<file path="config.mk">
export PLATFORM = sky130hd
export DESIGN_NAME = pipe_latch_param
export DESIGN_NICKNAME = d
export VERILOG_FILES = /design/src/rtl/pipe_latch_param.sv
export SDC_FILE = /design/constraint.sdc
export NUM_CORES = 1
export LEC_CHECK = 0
export ABC_AREA = 1
export ABC_CLOCK_PERIOD_IN_PS = 2100
export BUFFER_PORTS_ARGS = -buffer_cell sky130_fd_sc_hd__buf_2
export CAP_MARGIN = 30
export CORE_MARGIN = 2
export CORE_UTILIZATION = 49
export CTS_CLUSTER_SIZE = 8
export DETAILED_ROUTE_END_ITERATION = 10
export HOLD_SLACK_MARGIN = 0.1
export MAX_ROUTING_LAYER = met4
export PLACE_DENSITY = 0.82
export SYNTH_ARGS = -nofsm -noshare
export SYNTH_HDL_FRONTEND = slang
export SYNTH_HIERARCHICAL = 1
export SYNTH_SLANG_ARGS = --single-unit
</file>
<file path="constraint.sdc">
create_clock -name clk -period 2.1 [get_ports clk]
set_clock_uncertainty 0.1 [all_clocks]
set_input_delay 0.105 -clock clk [delete_from_list [all_inputs] [get_ports clk]]
set_output_delay 0.105 -clock clk [all_outputs]
set_load 0.02 [all_outputs]
</file>
<file path="src/rtl/pipe_latch_param.sv">
// Parametrised inter-stage pipeline latch for the 5-stage core.
// Carries NCH data channels plus a status flag vector and a valid bit.
// Supports stall (hold), flush (bubble injection) and saturating
// stall/bubble performance counters. All state changes on the falling
// edge of clk, so every output is a plain register output.

// One data channel of the latch. The IR channel (IR=1) is replaced by
// RST_VAL (the NOP) whenever a bubble is loaded; the other channels take
// RST_VAL (zero) only on clr/flush and keep loading data on invalid input.
module pipe_latch_chan #(
  parameter int             W       = 32,
  parameter logic [W-1:0]   RST_VAL = '0,
  parameter bit             IR      = 1'b0
) (
  input  logic         clk,
  input  logic         clr,
  input  logic         flush,
  input  logic         stall,
  input  logic         in_valid,
  input  logic [W-1:0] d,
  output logic [W-1:0] q
);

  // clr and flush both load the bubble value; stall holds; otherwise load
  always_ff @(negedge clk) begin
    if (clr || flush)  q <= RST_VAL;
    else if (!stall)   q <= (IR && !in_valid) ? RST_VAL : d;
  end

endmodule

module pipe_latch_param #(
  parameter int          DATA_W = 32,
  parameter int          NCH    = 3,
  parameter int          FLAG_W = 1,
  parameter logic [31:0] NOP    = 32'h0000_0000,
  parameter int          CNT_W  = 16
) (
  input  logic                  clk,
  input  logic                  clr,
  input  logic [NCH*DATA_W-1:0] in_data,
  input  logic [FLAG_W-1:0]     in_flags,
  input  logic                  in_valid,
  input  logic                  stall,
  input  logic                  flush,
  output logic [NCH*DATA_W-1:0] out_data,
  output logic [FLAG_W-1:0]     out_flags,
  output logic                  out_valid,
  output logic [CNT_W-1:0]      stall_cnt,
  output logic [CNT_W-1:0]      bubble_cnt
);

  // NOP is specified as 32 bits; only its low DATA_W bits matter.
  localparam logic [DATA_W-1:0] NOP_W   = DATA_W'(NOP);
  localparam logic [CNT_W-1:0]  CNT_MAX = '1;

  logic [FLAG_W-1:0] flags_q;
  logic              valid_q;
  logic              stall_inc;
  logic              bubble_inc;

  // Channel 0 is the instruction register and bubbles to NOP.
  for (genvar k = 0; k < NCH; k++) begin : g_ch
    pipe_latch_chan #(
      .W       (DATA_W),
      .RST_VAL ((k == 0) ? NOP_W : {DATA_W{1'b0}}),
      .IR      (k == 0)
    ) u_ch (
      .clk      (clk),
      .clr      (clr),
      .flush    (flush),
      .stall    (stall),
      .in_valid (in_valid),
      .d        (in_data[k*DATA_W +: DATA_W]),
      .q        (out_data[k*DATA_W +: DATA_W])
    );
  end

  // Flags and valid: bubbles carry no flags, stall holds, load takes input
  always_ff @(negedge clk) begin
    if (clr || flush) begin
      flags_q <= '0;
      valid_q <= 1'b0;
    end else if (!stall) begin
      flags_q <= in_valid ? in_flags : '0;
      valid_q <= in_valid;
    end
  end

  // Counter events (clr is handled separately and wins over both).
  // A flush during stall counts as a bubble, not a stall.
  assign stall_inc  = !flush && stall;
  assign bubble_inc = flush || (!stall && !in_valid);

  // Saturating performance counters, cleared only by clr
  always_ff @(negedge clk) begin
    if (clr) begin
      stall_cnt  <= '0;
      bubble_cnt <= '0;
    end else begin
      if (stall_inc  && stall_cnt  != CNT_MAX) stall_cnt  <= stall_cnt  + 1'b1;
      if (bubble_inc && bubble_cnt != CNT_MAX) bubble_cnt <= bubble_cnt + 1'b1;
    end
  end

  // Gate flags with valid so a bubble can never present a flag downstream.
  assign out_flags = flags_q & {FLAG_W{valid_q}};
  assign out_valid = valid_q;

endmodule

</file>
# --- Word level (Yosys, flattened, before mapping) ---
# Cells that the tools add are included.
word_totals:
  reg_bits: 130
  in_bits: 102
  word_cells: 23
  output_inout_bits: 130
op_classes:
  reduce_logical: 9
  muxes: 2
  n_eq_ne: 2
  bitwise_logic: 1
  n_addsub: 2
ops:
  columns: ["operator", "n"]
  rows:
  - ["16-bit by 1-bit adder with 16-bit output (second input constant)", 2]
  - ["32-bit 2-to-1 mux", 1]
  - ["16-bit != test (second input constant)", 2]
  - ["1-bit logical AND", 4]
  - ["1-bit zero test", 3]
  - ["1-bit logical OR", 2]
  - ["1-bit bitwise AND", 1]
  - ["1-bit 2-to-1 mux", 1]

# --- Longest topological paths before layout ---
depth:
  word_depth: 4
  ltp_mapped: 9

# --- By module ---
# Netlist, hierarchy kept.
by_module_without_submodules:
  columns: ["mod", "cells_per_inst", "n_inst", "area_per_inst_um2", "seq_area_each_um2"]
  rows:
  - ["pipe_latch_chan (g_ch[1].u_ch ...)", 204, 2, 1360.1, 640.6]
  - ["pipe_latch_param", 311, 1, 2014.4, 680.7]
  - ["pipe_latch_chan (g_ch[0].u_ch)", 145, 1, 1310.0, 640.6]

==> reports/metrics.cfg <==
[outcome]
status=complete, but fails checks
violations=negative setup slack

[critical_path]
max_stage_delay_ns=0.35
path_cells=nand2_2 -> inv_2 -> buf_6
crit_family=flip-flops
path_max_fanout=3
cp-start-kind=flop
critical_path_buf_inv_count=2
end_kind=primary output
r2r-end=bubble_cnt[10]$_SDFFE_NP0P_
crit_arrival_ns=2.06
required_ns=1.89
reg2reg_depth=8
r2r-start=bubble_cnt[0]$_SDFFE_NP0P_
reg2reg_slack_ns=0.11
slowest_stage=dfxtp_2
worstSetupPathType=reg2out

[logic_synthesis]
synth_top_flop_cell=dfxtp_1
synth.area.top_cells=dfxtp_1 43%, nand2_1 15%, nor2_1 12%
syn_nets=968
synth_area_mm2=0.00604
syn_area_per_cell_um2=7.00
synth_top_cell_by_area=dfxtp_1
ys_types=31
ys_seq_elements=130
synthCells=864
ys_seq_area_share_pct=43.1
async_reset_ff_share_pct=0
synth_edf_count=0
synth_warnings=6
synth_top_cell_area_share_pct=43.1
ys_top_cells_by_count=242 x nand2_1, 198 x nor2_1, 130 x dfxtp_1, 90 x inv_1, 57 x nand3_1
yosysMostFrequentCell=nand2_1

[global_route]
grt_max_degree=53
grt.total_usage_pct=31.5
grt_pass1_wl_um=32100
antenna_found_initial=0
overflow=0
grt_pass1_vias=7316

[power_and_ir_drop]
clockPowerShare_pct=54.8
p_int_uw=5170
power_frac_seq_pct=34.0
p_sw_uw=2540
power.leakage_uw=0.00509
p_total_uw=7710
vdd_drop_max_v=0.000456
p_comb_share_pct=11.2
powerDensity_mw_per_mm2=774
power.share.switching_pct=32.9

[routing]
vias=7448
vias_per_cell=5.12
drc=0
ant_nets=0
firstDrtPassIters=7
wirelength_um=22900
wire_per_inst_um=15.7
drtIter0Drc=846

[final_layout]
n_antenna_cell=0
multi_input_area_mm2=0.00275
seqCellArea_mm2=0.00281
num-fill-cells=636
drive_gt1_share_pct=41.9
area_growth_pct=64.8
fin_nets=1398

[sta]
setup_ws_ns=-0.167
relSlewSlack_pct=74.1
rsz0062_at_grt=true
holdWs_ns=0.365
maxSlewViolCount=0
worst_pin_slew_ns=0.387
setup_violations=130
hold_violations=0

[floorplanning]
ios=232
die_w_um=115
die_area_mm2=0.0132
start_util_pct=50.3
rows=40
die_height_um=115
coreArea_mm2=0.0120

[cts]
cts_max_level=4
max-clock-path-buffers=2
clk_latency_ns=0.46
cts_hold_buf=0
numCtsBuffers=17
cts_root_buf=clkbuf_16
clk_pin_slew_ns=0.04
cts_tree=done
clock-sinks=130

[placement]
place_hpwl_um=11100
pre_cts_ws_ns=-0.208
gp_congestion=0.893
portBuffers=231

[worst_hold_path]
min_path_cells=2
hold_start=g_ch[0].u_ch/q[6]$_SDFFE_NP0N_
whs_endpoint=g_ch[0].u_ch/q[6]$_SDFFE_NP0N_
hp-class=reg2reg

[run]
maxCapViolations=0

-- final cells by class --
type | count | share of cell area (%)
Clock buffer | 17 | 4.27
Clock inverter | 145 | 6.76
Inverter | 87 | 3.28
Multi-Input combinational cell | 604 | 27.6
Sequential cell | 130 | 28.2
Tap cell | 147 | 1.85
Timing Repair Buffer | 324 | 28.0
-- worst min-delay path: cells and delay by family, from the launching register on --
family	cells	cell delay, ns
flops	1	0.31
compound gates	1	0.05
simple gates	1	0.06
-- placed cells by master (no fill, tap or decap), types with 2 or more instances in the layout --
master / count
nor2_1: 198
a21oi_2: 30
inv_1: 215
nand2_1: 241
buf_4: 84
nand3_2: 4
a21oi_1: 27
nor3_1: 4
inv_8: 2
xor2_1: 2
nand2_2: 5
clkbuf_16: 17
dfxtp_4: 19
inv_2: 2
nor2_2: 8
bufinv_16: 3
clkinvlp_2: 4
ha_1: 2
clkinv_4: 5
o21ai_0: 4
buf_12: 10
buf_2: 101
nand4_1: 4
buf_6: 129
dfxtp_2: 110
nor2_4: 7
nand3_1: 57
-- sequential cells by signal, indices dropped and copies added, names as in the netlist --
signal,count
flags_q,1
stall_cnt,16
g_ch.u_ch/q,96
out_valid,1
bubble_cnt,16
-- how the worst max path moves through the flow --
stage          slack (ns)  cells past startpoint              startpoint                    endpoint
2_1_floorplan        0.02                      8                   flush   stall_cnt[9]$_SDFFE_NP0P_
3_3_place_gp        -0.18                      9                   flush  stall_cnt[15]$_SDFFE_NP0P_
3_5_place_dp        -0.21                      9                   flush   stall_cnt[9]$_SDFFE_NP0P_
4_1_cts             -0.18                      3  out_valid$_SDFFE_NP0N_                   out_flags
5_1_grt             -0.23                      3  out_valid$_SDFFE_NP0N_                   out_flags
6_report            -0.17                      3  out_valid$_SDFFE_NP0N_                   out_flags
-- power groups by stage --
stage	sequential [uW]	clock [uW]	combinational [uW]
floorplan	2730	390	327
CTS	2610	4130	789
global route	2620	4570	930
finish	2620	4230	865
global placement	2640	390	666
detailed placement	2640	390	675
-- layer usage --
layer	GRT usage (%)	vias to the layer above	wire length, um
li1	-	3506	-
met1	28.8	3409	8110
met2	54.1	427	11800
met3	12.5	106	1920
met4	20.9	0	1080
met5	-	-	0
-- cells by family (layout without fill, tap and decap cells) --
kind of cell	Yosys count	in the layout	share of synthesized area, %
AND/OR/NAND/NOR	534	534	37.1
flip-flops	130	130	43.1
buffers and inverters	130	573	11.5
AO/OA/AOI/OAI	65	65	7.53
XOR/XNOR	3	3	0.435
adder cells (fa/ha/maj)	2	2	0.414
-- what timing repair did --
action,4_1_cts,5_1_grt
gates resized for setup,406,2
setup buffers,23,34
setup endpoints to repair,130,130
hold endpoints to repair,0,0
-- per-stage QoR --
step / instance area [um^2] / cells / TNS [ns] / util [%]
floorplan: 6040 / 864 / 0 / -
global placement: 7430 / 1239 / -10.32 / 61.9
detailed placement: 7430 / 1239 / -11.58 / 61.9
CTS: 9700 / 1420 / -7.43 / 80.8
global route: 9960 / 1454 / -11.17 / 82.9
finish: 9960 / 1454 / -7.59 / 82.9
No activity file was read; power rests on OpenSTA's default activity.
